[src/rtl/ff_array_pkg.sv]
// Shared types and sizes for the FF-array initiator and its bench.
// Holds the command opcodes, FSM states and the wrapping beat-address helper.
package ff_array_pkg;

    localparam int DATA_W = 8;
    localparam int ADDR_W = 3;
    localparam int DEPTH  = 8;

    typedef enum logic [1:0] {
        OP_WRITE      = 2'b00,
        OP_READ       = 2'b01,
        OP_BURST_READ = 2'b10,
        OP_FILL       = 2'b11
    } op_e;

    typedef enum logic [2:0] {
        ST_IDLE,
        ST_WRITE,
        ST_READ,
        ST_CAP,
        ST_RESP,
        ST_ACK
    } state_e;

    // Addresses wrap naturally at DEPTH because ADDR_W bits hold exactly DEPTH entries.
    function automatic logic [ADDR_W-1:0] beat_addr(input logic [ADDR_W-1:0] base,
                                                    input logic [ADDR_W-1:0] idx);
        return base + idx;
    endfunction

    function automatic logic is_write_op(input op_e op);
        return (op == OP_WRITE) || (op == OP_FILL);
    endfunction

    function automatic logic is_burst_op(input op_e op);
        return (op == OP_BURST_READ) || (op == OP_FILL);
    endfunction

endpackage

[src/rtl/ff_array_initiator_if.sv]
// Command, response and FF-array target signals of the initiator in one bundle.
// Handshakes: a transfer happens on a rising clk edge where valid && ready are both 1;
// valid, once raised, holds its payload stable until that edge.
interface ff_array_initiator_if;
    import ff_array_pkg::*;

    logic              cmd_valid;
    logic              cmd_ready;
    logic [1:0]        cmd_op;
    logic [ADDR_W-1:0] cmd_addr;
    logic [ADDR_W-1:0] cmd_len;
    logic [DATA_W-1:0] cmd_data;

    logic              mem_wr;
    logic              mem_rd;
    logic [ADDR_W-1:0] mem_addr;
    logic [DATA_W-1:0] mem_din;
    logic [DATA_W-1:0] mem_dout;
    logic              mem_error;

    logic              rsp_valid;
    logic              rsp_ready;
    logic [DATA_W-1:0] rsp_data;
    logic              rsp_last;
    logic              rsp_err;

    // The initiator: takes commands, drives the target port, returns responses.
    modport slave (
        input  cmd_valid, cmd_op, cmd_addr, cmd_len, cmd_data,
        input  mem_dout, mem_error, rsp_ready,
        output cmd_ready, mem_wr, mem_rd, mem_addr, mem_din,
        output rsp_valid, rsp_data, rsp_last, rsp_err
    );

    // The environment: issues commands, plays the FF-array target, consumes responses.
    modport master (
        output cmd_valid, cmd_op, cmd_addr, cmd_len, cmd_data,
        output mem_dout, mem_error, rsp_ready,
        input  cmd_ready, mem_wr, mem_rd, mem_addr, mem_din,
        input  rsp_valid, rsp_data, rsp_last, rsp_err
    );

endinterface

[src/rtl/ff_array_initiator.sv]
// Single/burst command initiator for a small FF-array target.
// One beat in flight at a time; every bus and response output comes straight from a flop.
module ff_array_initiator
    import ff_array_pkg::*;
(
    input  logic                  clk,
    input  logic                  resetn,
    ff_array_initiator_if.slave   bus,
    output logic                  busy,
    output state_e                state_dbg
);

    state_e            state;
    op_e               op_q;
    logic [ADDR_W-1:0] addr_q;
    logic [ADDR_W-1:0] len_q;
    logic [ADDR_W-1:0] beat_q;
    logic [DATA_W-1:0] data_q;

    logic              mem_wr_q;
    logic              mem_rd_q;
    logic [ADDR_W-1:0] mem_addr_q;
    logic [DATA_W-1:0] mem_din_q;
    logic              rsp_valid_q;
    logic [DATA_W-1:0] rsp_data_q;
    logic              rsp_last_q;
    logic              err_q;

    logic              last_beat;
    logic [ADDR_W-1:0] next_addr;

    assign bus.cmd_ready = resetn && (state == ST_IDLE);
    assign busy          = (state != ST_IDLE);
    assign state_dbg     = state;

    assign bus.mem_wr    = mem_wr_q;
    assign bus.mem_rd    = mem_rd_q;
    assign bus.mem_addr  = mem_addr_q;
    assign bus.mem_din   = mem_din_q;
    assign bus.rsp_valid = rsp_valid_q;
    assign bus.rsp_data  = rsp_data_q;
    assign bus.rsp_last  = rsp_last_q;
    assign bus.rsp_err   = err_q;

    // Single ops are one beat regardless of the length field they arrived with.
    assign last_beat = (beat_q == (is_burst_op(op_q) ? len_q : '0));
    assign next_addr = beat_addr(addr_q, beat_q + 1'b1);

    always_ff @(posedge clk) begin
        if (!resetn) begin
            state       <= ST_IDLE;
            op_q        <= OP_WRITE;
            addr_q      <= '0;
            len_q       <= '0;
            beat_q      <= '0;
            data_q      <= '0;
            mem_wr_q    <= 1'b0;
            mem_rd_q    <= 1'b0;
            mem_addr_q  <= '0;
            mem_din_q   <= '0;
            rsp_valid_q <= 1'b0;
            rsp_data_q  <= '0;
            rsp_last_q  <= 1'b0;
            err_q       <= 1'b0;
        end else begin
            // The sticky error flag doubles as rsp_err; target errors seen while idle are ignored.
            if (state != ST_IDLE && bus.mem_error) begin
                err_q <= 1'b1;
            end

            case (state)
                ST_IDLE: begin
                    if (bus.cmd_valid) begin
                        op_q       <= op_e'(bus.cmd_op);
                        addr_q     <= bus.cmd_addr;
                        len_q      <= bus.cmd_len;
                        data_q     <= bus.cmd_data;
                        beat_q     <= '0;
                        err_q      <= 1'b0;
                        mem_addr_q <= bus.cmd_addr;
                        if (is_write_op(op_e'(bus.cmd_op))) begin
                            mem_wr_q  <= 1'b1;
                            mem_din_q <= bus.cmd_data;
                            state     <= ST_WRITE;
                        end else begin
                            mem_rd_q  <= 1'b1;
                            state     <= ST_READ;
                        end
                    end
                end

                ST_WRITE: begin
                    if (last_beat) begin
                        mem_wr_q    <= 1'b0;
                        mem_addr_q  <= '0;
                        mem_din_q   <= '0;
                        rsp_valid_q <= 1'b1;
                        rsp_data_q  <= '0;
                        rsp_last_q  <= 1'b1;
                        state       <= ST_ACK;
                    end else begin
                        beat_q      <= beat_q + 1'b1;
                        mem_addr_q  <= next_addr;
                        mem_din_q   <= data_q;
                    end
                end

                ST_READ: begin
                    mem_rd_q   <= 1'b0;
                    mem_addr_q <= '0;
                    state      <= ST_CAP;
                end

                ST_CAP: begin
                    rsp_valid_q <= 1'b1;
                    rsp_data_q  <= bus.mem_dout;
                    rsp_last_q  <= last_beat;
                    state       <= ST_RESP;
                end

                ST_RESP: begin
                    if (bus.rsp_ready) begin
                        rsp_valid_q <= 1'b0;
                        rsp_data_q  <= '0;
                        rsp_last_q  <= 1'b0;
                        if (last_beat) begin
                            state <= ST_IDLE;
                        end else begin
                            beat_q     <= beat_q + 1'b1;
                            mem_rd_q   <= 1'b1;
                            mem_addr_q <= next_addr;
                            state      <= ST_READ;
                        end
                    end
                end

                ST_ACK: begin
                    if (bus.rsp_ready) begin
                        rsp_valid_q <= 1'b0;
                        rsp_last_q  <= 1'b0;
                        state       <= ST_IDLE;
                    end
                end

                default: state <= ST_IDLE;
            endcase
        end
    end

endmodule

[src/flat_wrapper.sv]
// flat-port wrapper written by rule: the top's interface ports become plain ports
module ff_array_initiator_flat import ff_array_pkg::*;
  (clk, resetn, busy, state_dbg, bus_cmd_valid, bus_cmd_op, bus_cmd_addr, bus_cmd_len, bus_cmd_data, bus_mem_dout, bus_mem_error, bus_rsp_ready, bus_cmd_ready, bus_mem_wr, bus_mem_rd, bus_mem_addr, bus_mem_din, bus_rsp_valid, bus_rsp_data, bus_rsp_last, bus_rsp_err);
  ff_array_initiator_if bus_i ();
  input  logic clk;
  input  logic resetn;
  output logic busy;
  output state_e state_dbg;
  input wire logic [$bits(bus_i.cmd_valid)-1:0] bus_cmd_valid;
  input wire logic [$bits(bus_i.cmd_op)-1:0] bus_cmd_op;
  input wire logic [$bits(bus_i.cmd_addr)-1:0] bus_cmd_addr;
  input wire logic [$bits(bus_i.cmd_len)-1:0] bus_cmd_len;
  input wire logic [$bits(bus_i.cmd_data)-1:0] bus_cmd_data;
  input wire logic [$bits(bus_i.mem_dout)-1:0] bus_mem_dout;
  input wire logic [$bits(bus_i.mem_error)-1:0] bus_mem_error;
  input wire logic [$bits(bus_i.rsp_ready)-1:0] bus_rsp_ready;
  output wire logic [$bits(bus_i.cmd_ready)-1:0] bus_cmd_ready;
  output wire logic [$bits(bus_i.mem_wr)-1:0] bus_mem_wr;
  output wire logic [$bits(bus_i.mem_rd)-1:0] bus_mem_rd;
  output wire logic [$bits(bus_i.mem_addr)-1:0] bus_mem_addr;
  output wire logic [$bits(bus_i.mem_din)-1:0] bus_mem_din;
  output wire logic [$bits(bus_i.rsp_valid)-1:0] bus_rsp_valid;
  output wire logic [$bits(bus_i.rsp_data)-1:0] bus_rsp_data;
  output wire logic [$bits(bus_i.rsp_last)-1:0] bus_rsp_last;
  output wire logic [$bits(bus_i.rsp_err)-1:0] bus_rsp_err;
  assign bus_i.cmd_valid = bus_cmd_valid;
  assign bus_i.cmd_op = bus_cmd_op;
  assign bus_i.cmd_addr = bus_cmd_addr;
  assign bus_i.cmd_len = bus_cmd_len;
  assign bus_i.cmd_data = bus_cmd_data;
  assign bus_i.mem_dout = bus_mem_dout;
  assign bus_i.mem_error = bus_mem_error;
  assign bus_i.rsp_ready = bus_rsp_ready;
  assign bus_cmd_ready = bus_i.cmd_ready;
  assign bus_mem_wr = bus_i.mem_wr;
  assign bus_mem_rd = bus_i.mem_rd;
  assign bus_mem_addr = bus_i.mem_addr;
  assign bus_mem_din = bus_i.mem_din;
  assign bus_rsp_valid = bus_i.rsp_valid;
  assign bus_rsp_data = bus_i.rsp_data;
  assign bus_rsp_last = bus_i.rsp_last;
  assign bus_rsp_err = bus_i.rsp_err;
  ff_array_initiator u_core (.clk(clk), .resetn(resetn), .bus(bus_i), .busy(busy), .state_dbg(state_dbg));
endmodule
[config.mk]
export PLATFORM = sky130hd
export DESIGN_NAME = ff_array_initiator_flat
export DESIGN_NICKNAME = d
export VERILOG_FILES = /design/src/rtl/ff_array_pkg.sv /design/src/rtl/ff_array_initiator_if.sv /design/src/rtl/ff_array_initiator.sv /design/src/flat_wrapper.sv
export SDC_FILE = /design/constraint.sdc
export NUM_CORES = 1
export LEC_CHECK = 0
export CORE_MARGIN = 3
export CORE_UTILIZATION = 48
export DETAILED_ROUTE_END_ITERATION = 7
export GPL_TIMING_DRIVEN = 0
export PLACE_DENSITY = 0.9
export SLEW_MARGIN = 20
export SYNTH_ARGS = -nofsm -noshare
export SYNTH_HDL_FRONTEND = slang
export SYNTH_SLANG_ARGS = --single-unit
export TNS_END_PERCENT = 30
[constraint.sdc]
create_clock -name clk -period 2.1 [get_ports clk]
set_clock_uncertainty 0.05 [all_clocks]
set_input_delay 0.21 -clock clk [delete_from_list [all_inputs] [get_ports clk]]
set_output_delay 0.21 -clock clk [all_outputs]
set_load 0.01 [all_outputs]
# ---- Word-level counts from Yosys, hierarchy flattened
# Cells that the tools add are included.
dict set report totals {
  ff_bits 46
  elab_cells 96
}
dict set report op_classes {
  add_sub_neg 2
  eq_ne 17
  muxes 40
  reduce_logical 23
}
# cell count
set op_table {}
lappend op_table {{two-way mux 8 bit} 5}
lappend op_table {{two-way mux 3 bit} 12}
lappend op_table {{case mux 8 bit (3 select lines)} 1}
lappend op_table {{case mux 3 bit (6 select lines)} 1}
lappend op_table {{case mux 8 bit (2 select lines)} 1}
lappend op_table {{nonzero test 3 bit} 5}
lappend op_table {{two-way mux 1 bit} 12}
lappend op_table {{inequality test 2 bit, second input constant} 6}
lappend op_table {{case mux 3 bit (4 select lines)} 1}
lappend op_table {{AND reduction 3 bit} 4}
lappend op_table {{AND reduction 4 bit} 3}
lappend op_table {{case mux 1 bit (3 select lines)} 3}
lappend op_table {{case mux 3 bit (3 select lines)} 1}
lappend op_table {{== test 2 bit, second input constant} 3}
lappend op_table {{== test 3 x 2 -> 1 bit, second input constant} 2}
lappend op_table {{== test 3 bit, second input constant} 2}
lappend op_table {{AND reduction 5 bit} 1}
lappend op_table {{two-way mux 2 bit} 2}
lappend op_table {{inequality test 2 x 1 -> 1 bit, second input constant} 2}
lappend op_table {{nonzero test 4 bit} 1}
lappend op_table {{adder 3 x 1 -> 3 bit, second input constant} 1}
lappend op_table {{adder 3 bit} 1}
lappend op_table {{== test 3 x 1 -> 1 bit, second input constant} 1}
lappend op_table {{== test 3 bit} 1}
lappend op_table {{8 further kinds} 10}

# ---- Logic depth before layout (Yosys ltp)
dict set report logic_depth {
  ltp_word 7
  ltp_mapped 9
}

# ---- Least setup slack after synthesis
# No wires, ideal clock.
dict set report synth_path {
  path_type {flip-flop to flip-flop}
  startpoint {register u_core.state[1] (netlist: u_core.state_dbg[1])}
  endpoint {register u_core.mem_din_q[5] (netlist: u_core.bus.mem_din[5])}
  setup_ns 0.066
  arrival_time_ns 1.770
  t_required_ns 1.984
  path_slack_ns 0.214
  path_stages_with_launch 10
  period_less_slack_ns 1.886
  path_cell_list {dfxtp_1 > buf_6 > or3_4 > buf_6 > or2_1 > buf_6 > o21ai_4 > buf_6 > o21ai_1 > a21oi_2}
}
dict set report synth_via {
  elab_chain_cells 3
}
# element line_no
set synth_rtl {}
lappend synth_rtl {{start, declared} ff_array_initiator.sv:13} ;# state_e state;
lappend synth_rtl {{start signal, assigned} ff_array_initiator.sv:51} ;# state <= ST_IDLE;
lappend synth_rtl {{start signal, assigned} ff_array_initiator.sv:84} ;# state <= ST_WRITE;
lappend synth_rtl {{start signal, assigned} ff_array_initiator.sv:87} ;# state <= ST_READ;
lappend synth_rtl {{logical NOT 3 bit / == test 3 x 1 -> 1 bit (equally long branches)} ff_array_initiator.sv:71} ;# case (state)
lappend synth_rtl {{inequality test 2 bit (no line) / nonzero test 2 bit (equally long branches)} -}
lappend synth_rtl {{AND reduction 3 bit (no line)} -}
lappend synth_rtl {{end signal, assigned} ff_array_initiator.sv:83} ;# mem_din_q <= bus.cmd_data;
lappend synth_rtl {{end signal, assigned} ff_array_initiator.sv:104} ;# mem_din_q <= data_q;
lappend synth_rtl {{end, declared} ff_array_initiator.sv:23} ;# logic [DATA_W-1:0] mem_din_q;
# Parallel ways exist; a longest one is shown, timed or not.
# A chain may end at the register's enable or synchronous reset.

# ---- Worst setup path in the final report
dict set report layout_path {
  startpoint {register u_core.state[1] (netlist: u_core.state_dbg[1])}
  endpoint {output port busy}
}
dict set report layout_via {
  elab_chain_cells 1
}
# element line_no
set layout_rtl {}
lappend layout_rtl {{nonzero test 3 bit} ff_array_initiator.sv:33} ;# assign busy = (state != ST_IDLE);
lappend layout_rtl {{end, declared} flat_wrapper.sv:7} ;# output logic busy;
# Every way passes these cells.

==> flow_metrics.tcl <==
set metrics [dict create \
    run_status "complete, no violations" \
    critPathTopFamily "buffers and inverters" \
    critical_path.most_common_cell "buf_6" \
    grt_pass1_wl_mm 9.101 \
    synth_edf_count 0 \
    cts_bufs_inserted 5 \
    ctsLongestPathBuffers 2 \
    ys_warn_count 0 \
    max-vdd-ir-drop_uv 558.9 \
    min_path_type "in2reg" \
    max_freq_ghz 0.4967 \
    crit_type "reg2out" \
    slew_viol_final 0 \
    top_routing_layer_in_use "met4" \
    grt_pass1_vias 1997 \
    yosysSeqAreaShare 0.4079 \
    top_flip_flop_cell_by_instance_count_after_synthesis "dfxtp_1" \
    postLayoutCellArea_sq_um 2948 \
    postPlaceCellArea_sq_um 2834 \
    count_of_unresolved_drc_violations_after_routing 0 \
    drt_wl_total_mm 5.681 \
    drt-met1-wl_mm 2.446 \
    syn_inst_count 263 \
    number_of_post_cts_setup_repair_buffers 0 \
    nets 358 \
    synth_area_sq_um 2208 \
    drt_pre_antenna_iters 4 \
    final_estimated_routing_congestion_in_global_placement 0.9069 \
    global_route.usage.total 0.2140 \
    die_height_um 73.83 \
    cts.hold.buffers_added 0 \
    clock_tree_from_tritoncts "done" \
    drv.max_cap_violation_count 0 \
    clkSlewWorstSetupHoldPaths_ns 0.09 \
    detailroute.via_count 2161 \
    detail-route-antenna-nets 0 \
    grt_setup_unrepaired "false" \
    rows 24 \
    design_power_uw 2792 \
    total_leakage_power_uw 0.001075 \
    setup_viol 0 \
    initial_core_utilization 0.5037 \
    critical_path_peak_fanout 9 \
    post-route-period-util 0.9586 \
    antenna_cells_inserted 0 \
    worstSetupEndpointType "primary output" \
    detailroute.wirelength.met3_um 393 \
    ys_async_sr_fraction 0 \
    layout_min_cycle_time_ns 2.013 \
    final.fill_count 345 \
    final_layout_size_suffix_gt1_frac 0.1101 \
    worst-path-stages 4 \
    clock_tree.root_cell "clkbuf_8" \
    core-area_sq_um 4384 \
    synth.net_count 295 \
    cts_resized 3 \
    numPlacedInstances 371 \
    ctsHtreeMaxLevel 2 \
    io-pin-count 58 \
    clkLatencyLatePin_ns 0.30 \
    grt_max_degree 16 \
    worst_setup_path_startpoint "u_core.state_dbg[1]" \
    final_hold_violations 0 \
    port_buffers 56 \
    worst_r2r_startpoint "u_core.state_dbg[1]" \
    post-dp-hpwl_mm 4.230 \
    floorplan.die_area_sq_um 5451 \
    grt.overflow.total 0 \
    post_synth.cell_area_avg_sq_um 8.397 \
    critical_path_arrival_ns 1.75 \
    route.detailed.vias_per_inst 5.702 \
    die_width_um 73.83 \
    final_common_cell "clkdlybuf4s50_1" \
    startpoint_type "flop" \
    timing.critical_path.required_ns 1.84 \
    reg2reg_setup_slack_ns 0.12 \
    whs_path_depth 3 \
    antenna_found_initial 0 \
    r2r_cells 9 \
    post_synthesis_cell_type_count 52 \
    drt_iter0_markers 224 \
    area_delta_synth_final_pct 33.48 \
    final_cell_mix "clkdlybuf4s50_1 (55), nand2_1 (46), dfxtp_1 (45), a21oi_1 (28)" \
    cp_slowest_stage_delay_ns 0.47 \
    max-slew-margin-rel 0.5660 \
    worst_pin_slew_ns 0.6488 \
    ys_ff_latch 45 \
    routed_wire_length_per_instance_um 14.99 \
    worst_hold_startpoint "resetn" \
    cp.buffers_inverters 3 \
    stdcell_count 379 \
    tritoncts_num_sinks 45 \
    pwr_density_cell_nw_per_um2 947.0 \
    met2WireLength_mm 2.753 \
    crit_slowest_cell "clkdlybuf4s50_1" \
    timing.critical_path.cells "buf_6, or3_4, buf_6, clkdlybuf4s50_1" \
]
## Yosys cell counts, types with 2 or more instances
master / instances / area (sq um)
a31oi_1: 5 / 31.28
a22o_1: 10 / 87.58
nand2b_1: 2 / 12.51
a211oi_1: 3 / 22.52
and3_1: 3 / 18.77
nor3_1: 7 / 35.03
nand2_1: 46 / 172.7
nor2b_1: 2 / 12.51
a2bb2oi_1: 7 / 61.31
xor2_1: 2 / 17.52
inv_1: 15 / 56.30
a2111o_1: 2 / 22.52
dfxtp_1: 45 / 900.9
o21ai_0: 15 / 75.07
buf_6: 4 / 45.04
and2_1: 2 / 12.51
a21oi_1: 30 / 150.1
nor2_1: 11 / 41.29
ha_1: 2 / 25.02
o21ai_1: 2 / 10.01
xnor2_1: 4 / 35.03
o221a_2: 2 / 22.52
nand3b_1: 2 / 15.01
buf_2: 4 / 20.02
a21oi_2: 3 / 26.28
clkbuf_1: 7 / 26.28
## worst paths after layout
kind / to
setup / recovery: busy
hold / removal: u_core.bus.mem_addr[1]
setup reg to reg: u_core.bus.mem_din[6]
hold reg to reg: u_core.data_q[1]
## metrics by stage
step	setup WS, ns	hold slack, ns	setup TNS [ns]	util
6_report	0.08686	0.3943	0	0.6724
5_1_grt	0.009468	0.3993	0	0.6724
4_1_cts	0.006567	0.3691	0	0.6687
3_5_place_dp	-0.06079	0.3979	-0.3039	0.6464
3_3_place_gp	-0.07044	0.3935	-0.07096	0.6464
2_1_floorplan	0.2140	0.2857	0	-
## state kept, by name (all words and copies together) (netlist names)
name,cells
u_core.bus.mem_din,8
u_core.bus.mem_rd,1
u_core.bus.rsp_data,8
u_core.len_q,3
u_core.state_dbg,3
u_core.bus.rsp_valid,1
u_core.op_q,1
u_core.bus.mem_wr,1
u_core.bus.mem_addr,3
u_core.bus.rsp_last,1
u_core.data_q,8
u_core.bus.rsp_err,1
u_core.beat_q,3
u_core.addr_q,3
## layout make-up
| class | instances | area, sq um | area share |
|---|---|---|---|
| clock buffer | 5 | 68.82 | 0.02334 |
| sequential | 45 | 900.9 | 0.3056 |
| timing repair buffer | 56 | 559.3 | 0.1897 |
| tap | 52 | 65.06 | 0.02207 |
| buffer | 16 | 96.34 | 0.03268 |
| inverter | 16 | 60.06 | 0.02037 |
| multi-input combinational | 186 | 1176 | 0.3990 |
| clock inverter | 3 | 21.27 | 0.007216 |
## metal layers
| layer | global-route usage | vias to the layer above |
|---|---|---|
| met5 | 0 | - |
| met4 | 0.07445 | 0 |
| met3 | 0.05062 | 10 |
| met2 | 0.3583 | 81 |
| met1 | 0.2672 | 1009 |
| li1 | - | 1061 |
## tightest hold or removal path: stages
cell      delay, ns
clkbuf_1       0.22
nand4b_1       0.19
o21ai_0        0.08
## power breakdown
group	switching [uW]	total (uW)	internal, uW	leakage [uW]
combinational	594	1150	557	0.000662
clock	314	551	236	0.0000445
sequential	93.6	1090	996	0.000368
## cell families (layout without fill, tap and decap cells)
logic type                 Yosys count  in the layout  synth area share
DFF                                 45             45            0.4079
muxes                                1              1          0.005099
xor gates and xnor gates             6              6           0.02380
adders and majority gates            3              3           0.02040
AOI/OAI and AO/OA                   93             93            0.2969
and+or+nand+nor                     83             83            0.1751
buffers and inverters               32             96           0.07082
(Power assumes the default switching activity.)
